==> config.mk <==
export PLATFORM = sky130hd
export DESIGN_NAME = ping_pong_ctrl_w
export DESIGN_NICKNAME = d
export VERILOG_FILES = /design/src/rtl/ping_pong_ctrl_w.sv
export SDC_FILE = /design/constraint.sdc
export NUM_CORES = 1
export LEC_CHECK = 0
export ABC_AREA = 1
export ABC_CLOCK_PERIOD_IN_PS = 1600
export CORE_ASPECT_RATIO = 1.25
export CORE_MARGIN = 4
export CORE_UTILIZATION = 28
export DETAILED_ROUTE_END_ITERATION = 10
export SYNTH_ARGS = -nofsm -noshare
export SYNTH_HDL_FRONTEND = slang
export SYNTH_SLANG_ARGS = --single-unit
==> constraint.sdc <==
create_clock -name i_clk -period 1.6 [get_ports i_clk]
set_input_delay 0.24 -clock i_clk [delete_from_list [all_inputs] [get_ports i_clk]]
set_output_delay 0.24 -clock i_clk [all_outputs]
set_load 0.01 [all_outputs]
==> src/rtl/ping_pong_ctrl_w.sv <==
// Two-bank WEST ping-pong buffer sequencer: fills one bank from the producer while the other drains.
// Optional sticky protocol-error checking is built when PPB_ERR_CHECK_EN is defined.
module ping_pong_ctrl_w #(
    parameter int unsigned TOTAL_MODULES = 4,
    parameter int unsigned COL_X         = 16,
    parameter int unsigned TOTAL_INPUT_W = 2,
    parameter int unsigned READ_PASSES   = 1,
    localparam int unsigned ADDR_WIDTH   = $clog2(COL_X * TOTAL_INPUT_W),
    localparam int unsigned SLICE_W      = (TOTAL_MODULES > 1) ? $clog2(TOTAL_MODULES) : 1
) (
    input  logic                  i_clk,
    input  logic                  i_rst,
    input  logic [SLICE_W-1:0]    i_cfg_slice,
    output logic [SLICE_W-1:0]    o_slicing_idx,
    input  logic                  i_in_valid,
    output logic                  o_in_ready,
    input  logic                  i_rd_start,
    output logic                  o_rd_busy,
    output logic                  o_rd_valid,
    output logic                  o_rd_bank_sel,
    output logic                  o_rd_done,
    output logic [1:0]            o_full_cnt,
    output logic                  o_err,
    output logic                  o_bank0_ena,
    output logic                  o_bank0_enb,
    output logic                  o_bank0_wea,
    output logic                  o_bank0_web,
    output logic [ADDR_WIDTH-1:0] o_bank0_addra,
    output logic [ADDR_WIDTH-1:0] o_bank0_addrb,
    output logic                  o_bank1_ena,
    output logic                  o_bank1_enb,
    output logic                  o_bank1_wea,
    output logic                  o_bank1_web,
    output logic [ADDR_WIDTH-1:0] o_bank1_addra,
    output logic [ADDR_WIDTH-1:0] o_bank1_addrb
);

    localparam int unsigned CNT_W  = (COL_X > 1) ? $clog2(COL_X) : 1;
    localparam int unsigned PASS_W = (READ_PASSES > 1) ? $clog2(READ_PASSES) : 1;

    localparam logic [1:0] ST_EMPTY    = 2'd0;
    localparam logic [1:0] ST_FILLING  = 2'd1;
    localparam logic [1:0] ST_FULL     = 2'd2;
    localparam logic [1:0] ST_DRAINING = 2'd3;

    if (TOTAL_INPUT_W != 2) begin : g_bad_input_w
        $error("ping_pong_ctrl_w: TOTAL_INPUT_W must be 2");
    end
    if (READ_PASSES < 1) begin : g_bad_read_passes
        $error("ping_pong_ctrl_w: READ_PASSES must be >= 1");
    end

    logic [1:0][1:0]     r_bank_st;
    logic [1:0][1:0]     w_bank_st_nxt;
    logic                r_wr_bank;
    logic                r_rd_bank;
    logic [CNT_W-1:0]    r_wr_cnt;
    logic [CNT_W-1:0]    r_rd_cnt;
    logic [PASS_W-1:0]   r_rd_pass;
    logic                r_rd_busy;
    logic                r_rd_en;
    logic                r_rd_valid;
    logic                r_rd_done;
    logic                r_rd_bank_sel;
    logic [SLICE_W-1:0]  r_slice;

    logic                w_in_ready;
    logic                w_wr_acc;
    logic                w_wr_last;
    logic                w_rd_go;
    logic                w_rd_cnt_wrap;
    logic                w_rd_last_pass;
    logic                w_rd_last;
    logic                w_both_empty;
    logic [1:0]          w_full_cnt;
    logic [ADDR_WIDTH-1:0] w_wr_addra;
    logic [ADDR_WIDTH-1:0] w_wr_addrb;
    logic [ADDR_WIDTH-1:0] w_rd_addra;
    logic [ADDR_WIDTH-1:0] w_rd_addrb;
    logic [1:0]          w_wr_sel;
    logic [1:0]          w_rd_sel;
    logic [ADDR_WIDTH-1:0] w_addra [2];
    logic [ADDR_WIDTH-1:0] w_addrb [2];

    // in_ready is held low during reset so every output reads 0 while rst is asserted.
    assign w_in_ready = !i_rst && ((r_bank_st[r_wr_bank] == ST_EMPTY) ||
                                   (r_bank_st[r_wr_bank] == ST_FILLING));
    assign w_wr_acc   = i_in_valid && w_in_ready;
    assign w_wr_last  = (r_wr_cnt == CNT_W'(COL_X - 1));

    assign w_rd_go        = i_rd_start && !r_rd_busy && (r_bank_st[r_rd_bank] == ST_FULL);
    assign w_rd_cnt_wrap  = (r_rd_cnt == CNT_W'(COL_X - 1));
    assign w_rd_last_pass = (r_rd_pass == PASS_W'(READ_PASSES - 1));
    assign w_rd_last      = r_rd_en && w_rd_cnt_wrap && w_rd_last_pass;

    assign w_both_empty = (r_bank_st[0] == ST_EMPTY) && (r_bank_st[1] == ST_EMPTY);
    assign w_full_cnt   = {1'b0, (r_bank_st[0] == ST_FULL)} + {1'b0, (r_bank_st[1] == ST_FULL)};

    assign w_wr_addra = ADDR_WIDTH'(r_wr_cnt);
    assign w_wr_addrb = ADDR_WIDTH'(COL_X) + ADDR_WIDTH'(r_wr_cnt);
    assign w_rd_addra = ADDR_WIDTH'(r_rd_cnt);
    assign w_rd_addrb = ADDR_WIDTH'(COL_X) + ADDR_WIDTH'(r_rd_cnt);

    // Fill and drain touch different banks, so their state updates never collide.
    always_comb begin
        w_bank_st_nxt = r_bank_st;
        if (w_wr_acc) begin
            w_bank_st_nxt[r_wr_bank] = w_wr_last ? ST_FULL : ST_FILLING;
        end
        if (w_rd_go) begin
            w_bank_st_nxt[r_rd_bank] = ST_DRAINING;
        end
        if (r_rd_done) begin
            w_bank_st_nxt[r_rd_bank] = ST_EMPTY;
        end
    end

    always_ff @(posedge i_clk) begin
        if (i_rst) begin
            r_bank_st     <= '0;
            r_wr_bank     <= 1'b0;
            r_rd_bank     <= 1'b0;
            r_wr_cnt      <= '0;
            r_rd_cnt      <= '0;
            r_rd_pass     <= '0;
            r_rd_busy     <= 1'b0;
            r_rd_en       <= 1'b0;
            r_rd_valid    <= 1'b0;
            r_rd_done     <= 1'b0;
            r_rd_bank_sel <= 1'b0;
            r_slice       <= '0;
        end else begin
            r_bank_st <= w_bank_st_nxt;

            if (w_wr_acc) begin
                if (w_wr_last) begin
                    r_wr_cnt  <= '0;
                    r_wr_bank <= ~r_wr_bank;
                end else begin
                    r_wr_cnt <= r_wr_cnt + 1'b1;
                end
            end

            if (w_rd_go) begin
                r_rd_busy <= 1'b1;
                r_rd_en   <= 1'b1;
                r_rd_cnt  <= '0;
                r_rd_pass <= '0;
            end else if (r_rd_en) begin
                if (w_rd_cnt_wrap) begin
                    r_rd_cnt <= '0;
                    if (w_rd_last_pass) begin
                        r_rd_en <= 1'b0;
                    end else begin
                        r_rd_pass <= r_rd_pass + 1'b1;
                    end
                end else begin
                    r_rd_cnt <= r_rd_cnt + 1'b1;
                end
            end

            // BRAM read latency is one cycle: valid/bank_sel/done trail the strobe stage.
            r_rd_valid    <= r_rd_en;
            r_rd_done     <= w_rd_last;
            r_rd_bank_sel <= r_rd_en ? r_rd_bank : 1'b0;

            if (r_rd_done) begin
                r_rd_busy <= 1'b0;
                r_rd_bank <= ~r_rd_bank;
            end

            if (w_both_empty && !r_rd_busy) begin
                r_slice <= i_cfg_slice;
            end
        end
    end

    always_comb begin
        w_wr_sel = '0;
        w_rd_sel = '0;
        for (int b = 0; b < 2; b++) begin
            w_wr_sel[b] = w_wr_acc && (r_wr_bank == 1'(b));
            w_rd_sel[b] = r_rd_en && (r_rd_bank == 1'(b));
            if (w_wr_sel[b]) begin
                w_addra[b] = w_wr_addra;
                w_addrb[b] = w_wr_addrb;
            end else if (w_rd_sel[b]) begin
                w_addra[b] = w_rd_addra;
                w_addrb[b] = w_rd_addrb;
            end else begin
                w_addra[b] = '0;
                w_addrb[b] = '0;
            end
        end
    end

    assign o_bank0_ena   = w_wr_sel[0] || w_rd_sel[0];
    assign o_bank0_enb   = w_wr_sel[0] || w_rd_sel[0];
    assign o_bank0_wea   = w_wr_sel[0];
    assign o_bank0_web   = w_wr_sel[0];
    assign o_bank0_addra = w_addra[0];
    assign o_bank0_addrb = w_addrb[0];
    assign o_bank1_ena   = w_wr_sel[1] || w_rd_sel[1];
    assign o_bank1_enb   = w_wr_sel[1] || w_rd_sel[1];
    assign o_bank1_wea   = w_wr_sel[1];
    assign o_bank1_web   = w_wr_sel[1];
    assign o_bank1_addra = w_addra[1];
    assign o_bank1_addrb = w_addrb[1];

    assign o_in_ready    = w_in_ready;
    assign o_rd_busy     = r_rd_busy;
    assign o_rd_valid    = r_rd_valid;
    assign o_rd_bank_sel = r_rd_bank_sel;
    assign o_rd_done     = r_rd_done;
    assign o_full_cnt    = w_full_cnt;
    assign o_slicing_idx = r_slice;

`ifdef PPB_ERR_CHECK_EN
    logic r_err;
    logic w_err_evt;

    assign w_err_evt = (i_in_valid && !w_in_ready) ||
                       (i_rd_start && (r_rd_busy || (w_full_cnt == 2'd0))) ||
                       (i_in_valid && (w_full_cnt == 2'd2));

    always_ff @(posedge i_clk) begin
        if (i_rst) begin
            r_err <= 1'b0;
        end else if (w_err_evt) begin
            r_err <= 1'b1;
        end
    end

    assign o_err = r_err;
`else
    assign o_err = 1'b0;
`endif

endmodule
# Yosys cells after proc, flatten, opt, wreduce, memory -nomap -nowiden
# Cells that the tools add are included.
# totals
regBits	22
input_bits	6
out_inout_bits	38
word_cells	91
# op_classes
n_addsub	6
order_cmp	4
n_eq_ne	6
mux	28
bitwise	7
reduce_logical	27
# ops
operator	n
$mux 4	9
$mux 5	4
$logic_and 1x1->1	14
$mux 2	7
$add 5x4->5 const A	2
$add 4x1->4 const B	2
$eq 4x4->1 const B	2
$eq 2x2->1 const B	3
$logic_not 2->1	3
$reduce_or 2->1	3
$mux 1	5
$and 4x4->4	1
$bwmux 4	1
$demux 2 s1	2
$lt 1x2->1 const B	2
$not 1->1	4
$not 4->4	1
$or 4x4->4	1
$reduce_and 2->1	2
$logic_or 1x1->1	3
$add 1x1->2	1
$eq 2x1->1 const B	1
$ge 1x1->1 const B	2
$logic_not 1->1	2
$add 1x1->1 const B	1

# Logic depth before layout (Yosys ltp)
# Gate-level depths: netlist (run 1).
# depth
depth_word	11
ltp_mapped	10
depth_no_buf	8

# Worst setup path before layout (run 1)
# No wires, ideal clock.
# synth_path
path_type	flip-flop to output port
start	reg r_wr_bank
end	out o_bank1_addrb[0]
arrival_time_ns	1.446
required_time_ns	1.360
slack_ns	-0.086
path_stages_with_launch	8
path_buffers	2
cell_sequence	dfxtp_1 -> nand2_1 -> nand2_2 -> nor2_4 -> nand3_1 -> buf_4 -> o21ai_0 -> buf_4
# synth_between
elab_chain_cells	8
word_cells_on_any_way	9
classes_between	eq/ne: 1; mux: 3; reduce/logical: 5
# synth_rtl
item	line_no	source
start, declared	55	logic r_wr_bank;
start signal, assigned	138	r_wr_bank <= ~r_wr_bank;
$mux 2 (not written as such) (*) (2 in a row)	86, 87	
$eq 2x1->1 or $logic_not 2->1 (tied branches)	87, 86	
$logic_or 1x1->1 (*)	86	assign w_in_ready = !i_rst && ((r_bank_st[r_wr_bank] == ST_EMPTY) ||
$logic_and 1x1->1 (*)	86	
net o_in_ready	16	output logic o_in_ready,
$logic_and 1x1->1 (*)	88	assign w_wr_acc = i_in_valid && w_in_ready;
$logic_and 1x1->1 (*)	182	w_wr_sel[b] = w_wr_acc && (r_wr_bank == 1'(b));
$mux 5 (*)	184	if (w_wr_sel[b]) begin
end, declared	35	output logic [ADDR_WIDTH-1:0] o_bank1_addrb
# The timed path passes the listed nets; every way through them passes the cells marked *. The select of a mux whose other input is x is not followed.

# Worst setup path after layout (run 1)
# layout_path
start	reg r_wr_bank
end	out o_bank0_addra[3]
# layout_between
elab_chain_cells	8
word_cells_on_any_way	10
classes_between	eq/ne: 1; mux: 3; bitwise: 1; reduce/logical: 5
# layout_rtl
item	line_no	source
$mux 2 (not written as such) (2 in a row)	86, 87	
$eq 2x1->1 or $logic_not 2->1 (tied branches)	87, 86	
$logic_or 1x1->1	86	
$logic_and 1x1->1	86	
$logic_and 1x1->1	88	
$logic_and 1x1->1 (*)	182	
$mux 4 (*)	184	
end, declared	28	output logic [ADDR_WIDTH-1:0] o_bank0_addra,
# Mark *: on every way between the ends. The rest lies on a longest branch, timed or not. The select of a mux whose other input is x is not followed.

==> flow_summary.rst, run 1 <==
.. list-table::
   :header-rows: 1

   * - Metric
     - Value
   * - Core occupancy in the finished layout
     - 0.4664
   * - Total Routing Usage GR
     - 0.1225
   * - Slowest CP cell
     - dfxtp_4
   * - Register share of total power
     - 0.516
   * - TritonCTS clock tree
     - yes
   * - P&R area growth vs syn
     - 58.93%
   * - Origin of the worst min-delay path
     - o_slicing_idx[0]
   * - Switching share of power
     - 0.2475
   * - Maximum number of pins on one net before global-route repair
     - 12
   * - Largest delay contributor family on the critical path
     - simple AND/OR/NAND/NOR gates
   * - Cell repeated most along the worst path
     - nand2_4
   * - Portion of the post-synthesis area used by sequential elements
     - 0.3467
   * - Multi-input gate area in the final layout
     - 711.9 µm²
   * - Run status
     - complete, but fails checks
   * - Final RePlAce weighted congestion
     - 0.7962
   * - Clock latency on the worst-skew pair
     - 260 ps
   * - Number of sinks driven by the clock tree
     - 21
   * - Placed instance area
     - 1747 µm²
   * - Hold violation total from the final report
     - 0
   * - Highest-count cells in the layout ignoring fill and taps
     - nand2_1, buf_4, inv_1
   * - Initial antenna violation count
     - 0
   * - Final Power
     - 1036 µW
   * - Core outline area
     - 4131 µm²
   * - Worst clock skew
     - 1.332 ps
   * - Number of levels in the clock H-tree
     - 1
   * - Leakage Power
     - 0.0009161 µW
   * - Launch point of the critical path
     - r_wr_bank
   * - Die height
     - 81.57 µm
   * - Clock network power share
     - 0.336
   * - Net switching power of the design
     - 256.3 µW
   * - Overall routed net length
     - 3410 µm
   * - Synthesized instance count
     - 172
   * - IO buf count
     - 40
   * - Die X
     - 66.86 µm
   * - Total count of max-transition violations in the final report
     - 0
   * - WL per Instance
     - 11.84 µm
   * - Worst path max stage delay
     - 380 ps
   * - Initial core utilization
     - 0.2935
   * - Violated checks
     - negative setup slack
   * - Final worst-path cycle share
     - 1.071
   * - Buffer type at the clock tree root
     - clkbuf_8
   * - Vias in the first global route
     - 1229
   * - Maximum ir drop on the vdd rail
     - 314.1 µV
   * - Unrepaired setup endpoints after global routing
     - true
   * - Cts bufs inserted
     - 3
   * - Final setup slack of the worst path
     - -112.9 ps
   * - Synth Area per Inst
     - 7.049 µm²
   * - Vias/cell
     - 4.455
   * - Pwr dens
     - 537.5 nW/µm²
   * - Hold Slack
     - 449.6 ps
   * - Number of placement rows
     - 26
   * - Final setup viols
     - 21
   * - Sum of buffers and inverters on the critical path
     - 2
   * - Source of the worst register-to-register timing path
     - r_bank_st[3]
   * - Count of vias placed by the detailed router
     - 1283
   * - # fillers
     - 440
   * - Clock-pin slew on the worst setup and hold paths
     - 80 ps
   * - Post-Synthesis Cell Area
     - 1212 µm²
   * - Final antenna-violating net count
     - 0
   * - Number of top-level pins
     - 44
   * - Register bit count reported by yosys
     - 21
   * - Startpoint-to-endpoint class of the critical path
     - register to primary output
   * - Dpl cells
     - 278
   * - Violation count after the first detailed-routing iteration
     - 51
   * - CP Cell Sequence
     - nand2_4 -> buf_6 -> nand3_4 -> nor2_4 -> nand2_4 -> nand3_1 -> o21ai_2 -> buf_2
   * - Max frequency
     - 583.8 MHz
   * - Cts hold-fix bufs
     - 0
   * - Maximum number of buffers from clock root to sink
     - 2
   * - Congestion Overflow GR
     - 0
   * - Share of post-route cells with drive strength above 1
     - 0.4267
   * - Yosys warning count
     - 0
   * - Post-detail-place hpwl
     - 2462 µm
   * - Number of antenna diodes
     - 0
   * - Biggest fanout along the worst timing path
     - 5
   * - Launching element type of the critical path
     - register
   * - First-pass DRT Iterations
     - 4
   * - Max_cap viols
     - 0
   * - Crit path required time
     - 1360 ps
   * - Flip-flop and latch area
     - 426.7 µm²
   * - First-pass GRT wire length
     - 5195 µm
   * - Count of unresolved DRC violations after routing
     - 0
   * - Number of different library cells in the post-synthesis netlist
     - 20
   * - Combinational Power Share
     - 0.147
   * - Die Outline Area
     - 5453 µm²
   * - Summed area of non-filler cells in the final layout
     - 1927 µm²
   * - CP arrival
     - 1470 ps
   * - Tightest Hold Check Type
     - register to register
   * - Tmin final
     - 1713 ps
   * - Final cell count without fillers
     - 288
   * - Net total in the final layout
     - 242
   * - Critical path capture point type
     - primary output
   * - Design internal power
     - 779.4 µW
flip-flops by register name, summed over array words and instances (netlist names):
signal / cells
r_rd_cnt: 4
o_rd_valid: 1
o_rd_bank_sel: 1
o_slicing_idx: 2
r_rd_bank: 1
o_rd_done: 1
r_bank_st: 4
r_wr_bank: 1
r_wr_cnt: 4
o_rd_busy: 1
r_rd_en: 1
final timing paths:
path / to / slack (ps) / cells past startpoint
setup / recovery: o_bank0_addra[3] / -110 / 8
setup reg to reg: r_rd_cnt[1] / 140 / 8
hold / removal: o_slicing_idx[0] / 450 / 2
hold reg to reg: o_slicing_idx[0] / 450 / 2
Yosys cell counts:
| cell | number | area, µm² |
|---|---|---|
| a21oi_1 | 14 | 70.07 |
| nand3_1 | 17 | 85.08 |
| inv_1 | 23 | 86.33 |
| clkinv_8 | 1 | 16.27 |
| nor2_1 | 13 | 48.80 |
| ha_1 | 3 | 37.54 |
| dfxtp_1 | 21 | 420.4 |
| o21ai_0 | 13 | 65.06 |
| o21ai_1 | 4 | 20.02 |
| buf_6 | 1 | 11.26 |
| nand2_1 | 29 | 108.9 |
| nor3_1 | 4 | 20.02 |
| buf_4 | 18 | 135.1 |
| a21boi_2 | 1 | 11.26 |
| nor2_4 | 2 | 22.52 |
| nand3_2 | 1 | 10.01 |
| nand4_1 | 2 | 12.51 |
| conb_1 | 1 | 3.750 |
| a21oi_2 | 1 | 8.760 |
| nand2_2 | 3 | 18.77 |
worst reg2reg max path: cells and delay by family (launching register included):
| kind | cells | cell delay, ps |
|---|---|---|
| AO/OA/AOI/OAI | 2 | 360 |
| AND/OR/NAND/NOR | 2 | 220 |
| flip-flops | 1 | 340 |
| buffers and inverters | 4 | 460 |
cells by family (layout without fill, tap and decap cells):
group / Yosys count / in the layout / synth area share
flip-flops: 21 / 21 / 0.3467
buffers and inverters: 43 / 99 / 0.2054
other: 1 / 3 / 0.003093
adder cells (fa/ha/maj): 3 / 3 / 0.03096
AND/OR/NAND/NOR: 71 / 73 / 0.2693
AO/OA/AOI/OAI: 33 / 33 / 0.1445
through the flow:
stage | TNS (ps) | setup slack, ps
after floorplan | -343.8 | -85.96
after global placement | -19650 | -747.6
after detailed placement | -20530 | -800.9
after CTS | -2451 | -207.5
after global routing | -3955 | -205.0
final | -1559 | -112.9
power groups by stage:
stage | Clock [µW] | Sequential [µW] | Combinational, µW
after floorplan | 0 | 550 | 73.9
after global placement | 0 | 549 | 132
after detailed placement | 0 | 549 | 132
after CTS | 360 | 537 | 134
after global routing | 386 | 537 | 167
final | 348 | 535 | 153
area by class of cell:
type / count / share of cell area
multi-input combinational: 112 / 0.3695
timing repair buffer: 71 / 0.2948
sequential: 21 / 0.2214
inverter: 24 / 0.05455
tap: 56 / 0.03636
clock buffer: 4 / 0.02338
routing by layer:
metal  wire (µm)  global-route usage
met1        1503              0.1426
met2        1612              0.2133
met3         192             0.02052
met4         101             0.06288
met5           0                   0
repair_timing:
item,in CTS,in global routing
buffers inserted,1,3
cloned,1,1
gates resized for setup,113,59
pin swaps,1,9
endpoints found under the setup margin,29,29
(Power assumes the default switching activity.)
==> run 2, diff against run 1 <==
--- a/config.mk
+++ b/config.mk
@@ -10,6 +10,7 @@
 export CORE_ASPECT_RATIO = 1.25
 export CORE_MARGIN = 4
 export CORE_UTILIZATION = 28
+export CTS_CLUSTER_DIAMETER = 40
 export DETAILED_ROUTE_END_ITERATION = 10
 export SYNTH_ARGS = -nofsm -noshare
 export SYNTH_HDL_FRONTEND = slang
==> results of run 2 <==
The final DEF is identical to that of run 1; final timing and power are the same.
==> run 3, diff against run 2 <==
--- a/config.mk
+++ b/config.mk
@@ -12,6 +12,7 @@
 export CORE_UTILIZATION = 28
 export CTS_CLUSTER_DIAMETER = 40
 export DETAILED_ROUTE_END_ITERATION = 10
+export PLACE_DENSITY = 0.52
 export SYNTH_ARGS = -nofsm -noshare
 export SYNTH_HDL_FRONTEND = slang
 export SYNTH_SLANG_ARGS = --single-unit
==> run 3 against run 2 <==
The flow still finishes with violations (negative setup slack). Worst hold slack improved by 2.2 ps. Cell count unchanged. Critical path depth unchanged. Global-route usage increased by 1.1 points. Non-clock buffer count unchanged. Critical endpoint is now o_bank0_ena.
==> flow_summary.rst, run 3 (synthesized netlist as in run 1, its figures left out) <==
.. list-table::
   :header-rows: 1

   * - Metric
     - Value
   * - Run status
     - complete, but fails checks (unchanged)
   * - Violated checks
     - negative setup slack (unchanged)
   * - Tightest Hold Check Type
     - register to register (unchanged)
   * - Final RePlAce weighted congestion
     - 0.8001 (was 0.7962)
   * - DR top layer
     - met4 (unchanged)
   * - First-pass GRT wire length
     - 5602 µm (was 5195 µm)
   * - Largest delay contributor family on the critical path
     - simple AND/OR/NAND/NOR gates (unchanged)
   * - Final Power
     - 1034 µW (was 1036 µW)
   * - Biggest fanout along the worst timing path
     - 5 (unchanged)
   * - Total count of max-transition violations in the final report
     - 0 (unchanged)
   * - Combinational Power Share
     - 0.142 (was 0.147)
   * - Core outline area
     - 4131 µm² (unchanged)
   * - Hold violation total from the final report
     - 0 (unchanged)
   * - Hold Slack
     - 451.8 ps (was 449.6 ps)
   * - Max frequency
     - 585.2 MHz (was 583.8 MHz)
   * - Design internal power
     - 775.4 µW (was 779.4 µW)
   * - Share of post-route cells with drive strength above 1
     - 0.4310 (was 0.4267)
   * - Final antenna-violating net count
     - 0 (unchanged)
   * - Critical path capture point type
     - primary output (unchanged)
   * - Net total in the final layout
     - 242 (unchanged)
   * - Number of antenna diodes
     - 0 (unchanged)
   * - Final setup slack of the worst path
     - -108.9 ps (was -112.9 ps)
   * - Origin of the worst min-delay path
     - o_slicing_idx[0] (unchanged)
   * - Dpl cells
     - 278 (unchanged)
   * - Wl on met1
     - 1506 µm (was 1503 µm)
   * - Violation count after the first detailed-routing iteration
     - 58 (was 51)
   * - Register share of total power
     - 0.517 (was 0.516)
   * - Top flop regs
     - r_bank_st x4, r_rd_cnt x4, r_wr_cnt x4 (unchanged)
   * - Net switching power of the design
     - 258.4 µW (was 256.3 µW)
   * - Worst path max stage delay
     - 380 ps (about the same)
   * - Cells on worst reg2reg path
     - 9 (was 8)
   * - WL per Instance
     - 11.67 µm (was 11.84 µm)
   * - Clock latency on the worst-skew pair
     - 260 ps (about the same)
   * - Unrepaired setup endpoints after global routing
     - true (unchanged)
   * - Overall routed net length
     - 3360 µm (was 3410 µm)
   * - Congestion Overflow GR
     - 0 (unchanged)
   * - Clock-pin slew on the worst setup and hold paths
     - 80 ps (about the same)
   * - Number of placement rows
     - 26 (unchanged)
   * - Cell repeated most along the worst path
     - buf_6 (was nand2_4)
   * - End of the worst hold path
     - o_slicing_idx[0] (unchanged)
   * - Number of levels in the clock H-tree
     - 1 (unchanged)
   * - Die Outline Area
     - 5453 µm² (unchanged)
   * - IO buf count
     - 40 (unchanged)
   * - CP Cell Sequence
     - nand2_4 -> buf_6 -> nand3_4 -> nor2_4 -> nand2_4 -> buf_6 -> o21ai_4 -> buf_6 (was nand2_4 -> buf_6 -> nand3_4 -> nor2_4 -> nand2_4 -> nand3_1 -> o21ai_2 -> buf_2)
   * - Cts bufs inserted
     - 3 (unchanged)
   * - Maximum ir drop on the vdd rail
     - 335.0 µV (was 314.1 µV)
   * - Flip-flop and latch area
     - 426.7 µm² (unchanged)
   * - P&R area growth vs syn
     - 56.97% (was 58.93%)
   * - Source of the worst register-to-register timing path
     - r_wr_bank (was r_bank_st[3])
   * - Maximum number of pins on one net before global-route repair
     - 12 (unchanged)
   * - Final setup viols
     - 21 (unchanged)
   * - Die X
     - 66.86 µm (unchanged)
   * - Worst Hold Depth
     - 2 (unchanged)
   * - Number of top-level pins
     - 44 (unchanged)
   * - Post-detail-place hpwl
     - 2516 µm (was 2462 µm)
   * - Total Routing Usage GR
     - 0.1334 (was 0.1225)
   * - Met2 wire len
     - 1585 µm (was 1612 µm)
   * - Initial antenna violation count
     - 0 (unchanged)
   * - Clock network power share
     - 0.341 (was 0.336)
   * - TritonCTS clock tree
     - yes (unchanged)
   * - Vias in the first global route
     - 1268 (was 1229)
   * - # fillers
     - 443 (was 440)
   * - Pwr dens
     - 543.3 nW/µm² (was 537.5 nW/µm²)
   * - Depth of the critical timing path with buffers and inverters included
     - 8 (unchanged)
   * - Initial core utilization
     - 0.2935 (unchanged)
   * - Register-to-Register Setup Slack
     - 250 ps (was 140 ps)
   * - Switching share of power
     - 0.2500 (was 0.2475)
   * - Cts hold-fix bufs
     - 0 (unchanged)
   * - Die height
     - 81.57 µm (unchanged)
   * - Multi-input gate area in the final layout
     - 698.2 µm² (was 711.9 µm²)
   * - Highest-count cells in the layout ignoring fill and taps
     - nand2_1, buf_4, inv_1 (unchanged)
   * - Crit path required time
     - 1360 ps (about the same)
   * - Final worst-path cycle share
     - 1.068 (was 1.071)
   * - Count of unresolved DRC violations after routing
     - 0 (unchanged)
   * - Final cell count without fillers
     - 288 (unchanged)
   * - Count of vias placed by the detailed router
     - 1252 (was 1283)
   * - Startpoint-to-endpoint class of the critical path
     - register to primary output (unchanged)
   * - Max_cap viols
     - 0 (unchanged)
   * - Maximum number of buffers from clock root to sink
     - 2 (unchanged)
   * - Buffer type at the clock tree root
     - clkbuf_8 (unchanged)
   * - Tmin final
     - 1709 ps (was 1713 ps)
   * - First-pass DRT Iterations
     - 4 (unchanged)
   * - Critical R2R Capture
     - r_bank_st[1] (was r_rd_cnt[1])
   * - Detailed-routed wire length on met3
     - 222 µm (was 192 µm)
   * - Slowest CP cell
     - dfxtp_4 (unchanged)
   * - Sum of buffers and inverters on the critical path
     - 3 (was 2)
   * - Launching element type of the critical path
     - register (unchanged)
   * - Vias/cell
     - 4.347 (was 4.455)
   * - Number of sinks driven by the clock tree
     - 21 (unchanged)
   * - Leakage Power
     - 0.0009003 µW (was 0.0009161 µW)
   * - Worst clock skew
     - 1.765 ps (was 1.332 ps)
   * - CP arrival
     - 1470 ps (about the same)
## run 3: layout make-up
type	count	area share
multi-input cells	112	0.3669
repair buffers	71	0.2932
inverters	24	0.05523
flip-flops and latches	21	0.2242
clock buffers	4	0.02367
well taps	56	0.03682
## run 3: through the flow
step	instance area, µm²	TNS, ps	setup slack, ps	util
after floorplan	1220	-343.8	-85.96	-
after global placement	1747	-18500	-746.7	0.4228
after detailed placement	1747	-19020	-796.8	0.4228
after CTS	1863	-1878	-171.9	0.4509
after global routing	1903	-3422	-179.6	0.4606
final	1903	-1238	-108.9	0.4606
## run 3: timing repair
action,in CTS,in global routing
pin swaps,5,10
setup endpoints to repair,29,28
cloned,2,0
gates resized for setup,141,29
setup buffers,3,1
## run 3: power by group through the flow
| stage | Sequential, µW | Combinational [µW] | Clock [µW] |
|---|---|---|---|
| floorplan | 550 | 73.9 | 0 |
| global placement | 549 | 134 | 0 |
| detailed placement | 549 | 135 | 0 |
| CTS | 535 | 149 | 360 |
| global route | 537 | 161 | 380 |
| finish | 535 | 147 | 352 |
## run 3: how the worst max path moves through the flow
stage              start               end  slack, ps
2_1_floorplan  r_wr_bank  o_bank1_addrb[0]        -90
3_3_place_gp       i_rst  o_bank1_addra[0]       -750
3_5_place_dp       i_rst  o_bank1_addra[0]       -800
4_1_cts        r_wr_bank  o_bank1_addra[1]       -170
5_1_grt        r_wr_bank  o_bank0_addrb[4]       -180
6_report       r_wr_bank       o_bank0_ena       -110
## run 3: metal layers
layer | global-route usage | vias to the layer above
met5 | 0 | -
met4 | 0.04868 | 0
met3 | 0.01915 | 4
met2 | 0.2401 | 39
met1 | 0.1588 | 549
li1 | - | 660
## run 3: tightest hold or removal path, stage by stage, from the launching register on
cell and delay [ps]:
dfxtp_1 320, inv_1 50, a21oi_1 50
